### config.mk
export PLATFORM = sky130hd
export DESIGN_NAME = cpu_8bit
export DESIGN_NICKNAME = d
export VERILOG_FILES = /design/src/rtl/cpu_pkg.sv /design/src/rtl/reg_file.sv /design/src/rtl/cpu_8bit.sv
export SDC_FILE = /design/constraint.sdc
export NUM_CORES = 1
export LEC_CHECK = 0
export CORE_MARGIN = 3
export CORE_UTILIZATION = 35
export DETAILED_ROUTE_END_ITERATION = 6
export DONT_BUFFER_PORTS = 1
export SETUP_SLACK_MARGIN = 0.1
export SKIP_CTS_REPAIR_TIMING = 1
export SYNTH_ARGS = -nofsm -noshare
export SYNTH_HDL_FRONTEND = slang
export SYNTH_SLANG_ARGS = --single-unit
### constraint.sdc
create_clock -name CLK -period 4.2 [get_ports CLK]
set_input_delay 0.42 -clock CLK [delete_from_list [all_inputs] [get_ports CLK]]
set_output_delay 0.42 -clock CLK [all_outputs]
set_load 0.02 [all_outputs]
### src/rtl/cpu_pkg.sv
// -----------------------------------------------------------------------------
// cpu_pkg
//   Shared definitions for the 8-bit single-cycle core: opcode values, ALU
//   select encoding and the bit positions of the instruction fields.
//   Instruction layout: OP=[31:24] RD=[23:16] RT=[15:8] RS/imm=[7:0].
//   Only the low REG_AW bits of each register field select a register.
// -----------------------------------------------------------------------------
package cpu_pkg;

   localparam int DATA_W  = 8;
   localparam int INSTR_W = 32;
   localparam int REG_AW  = 3;
   localparam int NUM_REG = 8;

   // Field slice positions
   localparam int OP_MSB  = 31;
   localparam int OP_LSB  = 24;
   localparam int RD_LSB  = 16;
   localparam int RT_LSB  = 8;
   localparam int RS_LSB  = 0;
   localparam int IMM_MSB = 7;
   localparam int IMM_LSB = 0;

   // Opcodes
   localparam logic [7:0] OP_LOADI = 8'h00;
   localparam logic [7:0] OP_MOV   = 8'h01;
   localparam logic [7:0] OP_ADD   = 8'h02;
   localparam logic [7:0] OP_SUB   = 8'h03;
   localparam logic [7:0] OP_AND   = 8'h04;
   localparam logic [7:0] OP_OR    = 8'h05;

   // ALU select: FWD passes operand B straight through (loadi / mov)
   typedef enum logic [1:0] {
      ALU_FWD = 2'd0,
      ALU_ADD = 2'd1,
      ALU_AND = 2'd2,
      ALU_OR  = 2'd3
   } alu_sel_t;

endpackage

### src/rtl/reg_file.sv
// -----------------------------------------------------------------------------
// reg_file
//   8 x 8-bit register file, two combinational read ports, one write port.
//   Writes land on the rising clock edge; a same-cycle read of the register
//   being written returns the old value. Synchronous reset clears all entries
//   and suppresses the write on that edge.
// Ports:
//   clk      in   clock
//   rst      in   synchronous active-high reset
//   we       in   write enable
//   waddr    in   write address (3 bits)
//   wdata    in   write data (8 bits)
//   raddr_a  in   read port A address
//   rdata_a  out  read port A data
//   raddr_b  in   read port B address
//   rdata_b  out  read port B data
// -----------------------------------------------------------------------------
module reg_file
   import cpu_pkg::*;
(
   input  logic              clk,
   input  logic              rst,
   input  logic              we,
   input  logic [REG_AW-1:0] waddr,
   input  logic [DATA_W-1:0] wdata,
   input  logic [REG_AW-1:0] raddr_a,
   output logic [DATA_W-1:0] rdata_a,
   input  logic [REG_AW-1:0] raddr_b,
   output logic [DATA_W-1:0] rdata_b
);

   logic [DATA_W-1:0] regs [NUM_REG];

   always_ff @(posedge clk) begin
      if (rst) begin
         for (int i = 0; i < NUM_REG; i++) begin
            regs[i] <= '0;
         end
      end else if (we) begin
         regs[waddr] <= wdata;
      end
   end

   assign rdata_a = regs[raddr_a];
   assign rdata_b = regs[raddr_b];

endmodule

### src/rtl/cpu_8bit.sv
// -----------------------------------------------------------------------------
// cpu_8bit
//   Single-cycle 8-bit core. Each clock: the instruction at PC is decoded,
//   two registers are read, the ALU computes, and the result is written back
//   on the next rising edge while PC advances by 4. Unknown opcodes are NOPs.
// Ports:
//   CLK          in   system clock, rising-edge
//   RESET        in   synchronous active-high reset (PC=0, registers=0)
//   PC           out  32-bit byte address of the current instruction
//   INSTRUCTION  in   32-bit instruction word fetched from PC
// -----------------------------------------------------------------------------
module cpu_8bit
   import cpu_pkg::*;
(
   input  logic               CLK,
   input  logic               RESET,
   output logic [INSTR_W-1:0] PC,
   input  logic [INSTR_W-1:0] INSTRUCTION
);

   // Field extraction
   logic [7:0]        op;
   logic [REG_AW-1:0] rd_addr;
   logic [REG_AW-1:0] rt_addr;
   logic [REG_AW-1:0] rs_addr;
   logic [DATA_W-1:0] imm;

   assign op      = INSTRUCTION[OP_MSB:OP_LSB];
   assign rd_addr = INSTRUCTION[RD_LSB+REG_AW-1:RD_LSB];
   assign rt_addr = INSTRUCTION[RT_LSB+REG_AW-1:RT_LSB];
   assign rs_addr = INSTRUCTION[RS_LSB+REG_AW-1:RS_LSB];
   assign imm     = INSTRUCTION[IMM_MSB:IMM_LSB];

   // Upper bits of the register fields are architecturally ignored
   logic unused_field_bits;
   assign unused_field_bits = ^{INSTRUCTION[23:19], INSTRUCTION[15:11]};

   // Decode
   logic     reg_we;
   logic     use_imm;
   logic     negate_b;
   alu_sel_t alu_sel;

   always_comb begin
      reg_we   = 1'b0;
      use_imm  = 1'b0;
      negate_b = 1'b0;
      alu_sel  = ALU_FWD;
      case (op)
         OP_LOADI: begin reg_we = 1'b1; use_imm = 1'b1; alu_sel = ALU_FWD; end
         OP_MOV:   begin reg_we = 1'b1; alu_sel = ALU_FWD; end
         OP_ADD:   begin reg_we = 1'b1; alu_sel = ALU_ADD; end
         OP_SUB:   begin reg_we = 1'b1; negate_b = 1'b1; alu_sel = ALU_ADD; end
         OP_AND:   begin reg_we = 1'b1; alu_sel = ALU_AND; end
         OP_OR:    begin reg_we = 1'b1; alu_sel = ALU_OR;  end
         default:  begin reg_we = 1'b0; end
      endcase
   end

   // Register file: port A = RT, port B = RS
   logic [DATA_W-1:0] rt_data;
   logic [DATA_W-1:0] rs_data;
   logic [DATA_W-1:0] wb_data;

   reg_file u_reg_file (
      .clk     (CLK),
      .rst     (RESET),
      .we      (reg_we),
      .waddr   (rd_addr),
      .wdata   (wb_data),
      .raddr_a (rt_addr),
      .rdata_a (rt_data),
      .raddr_b (rs_addr),
      .rdata_b (rs_data)
   );

   // Operand muxes; subtraction reuses the adder with a negated B operand
   logic signed [DATA_W-1:0] op_a;
   logic signed [DATA_W-1:0] op_b_raw;
   logic signed [DATA_W-1:0] op_b;
   logic signed [DATA_W-1:0] alu_res;

   assign op_a     = $signed(rt_data);
   assign op_b_raw = use_imm ? $signed(imm) : $signed(rs_data);
   assign op_b     = negate_b ? -op_b_raw : op_b_raw;

   // 8-bit ALU; sums wrap modulo 256
   function automatic logic signed [DATA_W-1:0] alu_op(
      input alu_sel_t                 sel,
      input logic signed [DATA_W-1:0] a,
      input logic signed [DATA_W-1:0] b
   );
      case (sel)
         ALU_ADD: alu_op = a + b;
         ALU_AND: alu_op = a & b;
         ALU_OR:  alu_op = a | b;
         default: alu_op = b;
      endcase
   endfunction

   assign alu_res = alu_op(alu_sel, op_a, op_b);
   assign wb_data = alu_res;

   // PC register
   always_ff @(posedge CLK) begin
      if (RESET) begin
         PC <= '0;
      end else begin
         PC <= PC + 32'd4;
      end
   end

endmodule

# Yosys cells after proc, flatten, opt, wreduce, memory -nomap -nowiden

Index checks and enable logic that the tools add are counted.

Add/sub/neg operators: 1

Operators with widths:

| cell                                           | number |
|---|---|
| adder 32 x 3 -> 32 bit (second input constant) | 1 |

Register bits: 32
Bits of input ports: 34
Output and inout port bits: 32
Logic and storage cells: 2

# Longest topological paths before layout

Depth in word-level cells: 1
Mapped depth: 6
Gate-level depth less buffers: 5

# Worst setup path before layout

OpenSTA, ideal clock, no wires.

Kind: reg-to-reg
Start: reg PC[2]
End: reg PC[26]
Setup time: 0.071 ns
Arrival: 1.716 ns
Required time: 4.129 ns
Setup slack: 2.413 ns
Cell stages (with the launch flop): 7
Buffers on the path: 1
Period minus slack after synthesis: 1.787 ns
Cell sequence: dfxtp_1 > ha_1 > and4_1 > buf_2 > nand4_1 > or3_1 > a21oi_1

Word-level cells in the longest chain between the ends: 1

RTL lines:

| item                     | line            | source |
|---|---|---|
| start: declaration       | cpu_8bit.sv:17  | `output logic [INSTR_W-1:0] PC,` |
| start signal: assignment | cpu_8bit.sv:109 | `PC <= PC + 32'd4;` |
| adder 32 x 3 -> 32 bit   | cpu_8bit.sv:109 |  |

No other way between the ends.
A chain may end at the register's enable or synchronous reset.

# Worst setup path in the final report

Ends and elaborated chain as after synthesis.

==> summary.txt <==
Min path
  – Hold WC Path Type: input pin to register
  – Hold Crit Endpoint: PC[23]
  – Hold Startpoint: RESET
  – WHS Path Cells: 1

Layout
  – Top Registers: PC: 30 flops
  – Post-route core utilization: 0.4039
  – Final #Nets: roughly 200
  – Number of flip-flops in the largest register: 30
  – Area Overhead vs Synth: 6.282%
  – Most common cell after layout, fill and taps aside: dfxtp_1
  – Commonest non-fill, non-tap cells in the layout: dfxtp_1, nor2_1, a21oi_1
  – ANT cells: 0
  – Proportion of layout cells with a drive suffix above 1: 0.05389
  – Largest reg by FF count: PC
  – Final instance area: 1545 um2

Setup path
  – Worst r2r path cells: 5
  – Element type at the critical path end: register
  – R2r startpoint: PC[2]
  – Critical path class: register to register
  – Worst path required time: between 4 and 5 ns
  – CP Data Arrival Time: roughly 2.3 ns
  – Critical Path Fanout Max: 8
  – FF-to-FF setup slack: between 2 and 2.5 ns
  – Crit start category: register
  – RR Endpoint: PC[26]

Floorplanning
  – Initial Util: 0.3800
  – Die Span Y: 70.45 um
  – Area of the die: between 4000 and 5000 um2
  – Core Rows: 22
  – Chip Width: 70.45 um
  – IO Count: 66
  – Core Area: 3826 um2

Pwr
  – VDD IR-drop max: 0.0001893 V
  – Flop pwr share: 0.545
  – Clock power frac: 0.444
  – Power density over cell area: between 300 and 400 nW/um2
  – Sw Ratio: 0.2175
  – Power share of the combinational group: 0.011
  – Sw Pwr: around 0.00012 W
  – Internal: between 0.0004 and 0.0005 W
  – Leakage: about 0.50 nW

STA
  – Max-slew violations: 0
  – Setup TNS: 0 ns
  – Final Skew: between 0.006 and 0.007 ns
  – Worst Tran Pin Value: about 0.57 ns
  – Hold Vio Cnt, Final: 0
  – RSZ-0062 raised after global routing: no
  – Tcrit/Tclk final: 0.4931
  – Min Tclk post-route: ~2.1 ns
  – Relative max-transition margin: 0.6223
  – PnR worst setup slack: between 2 and 2.5 ns
  – Fmax: roughly 480 MHz
  – Count of final setup violators: 0

Outcome
  – Outcome: complete, no violations

Global route
  – Global-route wire length before repair: 5582 um
  – Largest net degree at the start of global routing: 32
  – Final global-route overflow total: 0
  – GRT Total Usage: 0.1433
  – Initial antenna violation count: 0
  – Vias in the first global route: about 1100

Routing
  – DR vias/cell: roughly 5.5
  – WL final: about 3300 um
  – Number of detailed-route iterations in the first pass: 4
  – # DRC: 0
  – Number of DRC markers in iteration 0: between 70 and 80
  – WL per Instance: ~15 um
  – Via count: between 1000 and 1500
  – DRT antenna net count: 0

Logic synthesis
  – Synthesized area: approximately 1500 um2
  – Sequential element share of the synthesized area: 0.4131
  – Post-Synthesis Cells: 169
  – Seq cells post-synth: 30
  – Syn_area_per_cell: ~8.6 um2
  – Netlist cell types: 30
  – Synth warnings: 0

CTS
  – Sink Count: 30
  – Buffer depth of the longest clock path: 2
  – CTS Root Cell: clkbuf_8
  – CTS tree: built
  – Clock slew at reported path FFs: ~0.060 ns
  – Worst skew pair latency: a little under 0.3 ns
  – TritonCTS Buffers: 5
  – Htree depth: 2

Place
  – RD Place Congestion: roughly 0.79
  – Setup Slack @ Placement: approximately 2.1 ns
  – Final HPWL DP: ~2400 um
  – Port buffer count: 0
  – Post-place instance area: roughly 1500 um2

Job
  – Number of max-cap violations: 0
-- power groups by stage --
stage | Clock (W) | Combinational, W | Sequential (W)
3_3_place_gp | 0 | 0.00000555 | 0.000300
2_1_floorplan | 0 | 0.0000101 | 0.000299
5_1_grt | 0.000262 | 0.00000674 | 0.000294
4_1_cts | 0.000249 | 0.00000590 | 0.000293
3_5_place_dp | 0 | 0.00000578 | 0.000300
6_report | 0.000239 | 0.00000590 | 0.000293
-- metrics by stage --
stage | hold WS, ns | cells | power (W)
after CTS | 0.1857 | 215 | 0.0005486
final | 0.1978 | 215 | 0.0005386
after floorplan | 0.5261 | 170 | 0.0003089
after global placement | 0.4920 | 207 | 0.0003051
after global routing | 0.1848 | 215 | 0.0005620
after detailed placement | 0.4941 | 207 | 0.0003056
-- worst max path at each step --
| stage | start | endpoint | slack, ns | cells after the start |
|---|---|---|---|---|
| CTS | PC[2] | PC[26] | 2.13 | 5 |
| finish | PC[2] | PC[26] | 2.13 | 5 |
| global placement | PC[2] | PC[26] | 2.19 | 5 |
| detailed placement | PC[2] | PC[26] | 2.14 | 5 |
| floorplan | PC[2] | PC[26] | 2.41 | 6 |
| global route | PC[2] | PC[26] | 1.90 | 5 |
-- final cells by class --
| cell class | instances | area (um2) |
|---|---|---|
| fill | 388 | 2281 |
| multi-input combinational | 126 | 782.0 |
| sequential | 30 | 600.6 |
| clock buffer | 7 | 86.33 |
| tap | 48 | 60.06 |
| inverter | 3 | 11.26 |
| clock inverter | 1 | 5.005 |
-- per-layer routing --
layer | GRT usage | up-vias | wire, um
met3 | 0.07770 | 5 | 309
met1 | 0.1658 | 542 | 1435
met4 | 0.05745 | 0 | 56
met2 | 0.2193 | 33 | 1496
met5 | 0 | - | 0
li1 | - | 606 | -
-- cell families (layout without fill, tap and decap cells) --
kind of cell / after synthesis / after routing / synth area share
compound gates: 30 / 30 / 0.1170
flops: 30 / 30 / 0.4131
xor+xnor: 12 / 12 / 0.07230
other cells: 1 / 2 / 0.002579
mux: 1 / 1 / 0.007745
fa+ha+maj: 1 / 1 / 0.008604
buf+inv: 14 / 11 / 0.05163
simple gates: 80 / 80 / 0.3270
-- worst max-delay path: stages, from the launching register on --
cell and delay (ns):
dfxtp_1 0.51, ha_1 0.28, and4_1 0.36, nand4_1 0.29
or3_1 0.43, a21oi_1 0.14
-- cell usage after synthesis --
master | n | area (um2)
nand3_2 | 1 | 10.01
nand3_1 | 11 | 55.05
nor2b_1 | 2 | 12.51
xnor2_1 | 3 | 26.28
nor4_1 | 1 | 6.260
clkbuf_1 | 3 | 11.26
buf_4 | 5 | 37.54
o21ai_1 | 3 | 15.01
a21oi_1 | 14 | 70.07
o21ba_1 | 1 | 10.01
nand4_1 | 10 | 62.56
xor2_1 | 9 | 78.83
nor2_1 | 14 | 52.55
nand2_1 | 8 | 30.03
and4_1 | 9 | 78.83
or3_1 | 9 | 56.30
inv_1 | 3 | 11.26
conb_1 | 1 | 3.750
and2_1 | 3 | 18.77
o21a_1 | 1 | 7.510
o31ai_1 | 5 | 37.54
nand4_4 | 1 | 21.27
and3_1 | 3 | 18.77
o21ai_0 | 6 | 30.03
dfxtp_1 | 30 | 600.6
or4_1 | 5 | 37.54
nor3_1 | 3 | 15.01
mux2_1 | 1 | 11.26
buf_2 | 3 | 15.01
ha_1 | 1 | 12.51
No activity file was read; power rests on OpenSTA's default activity.
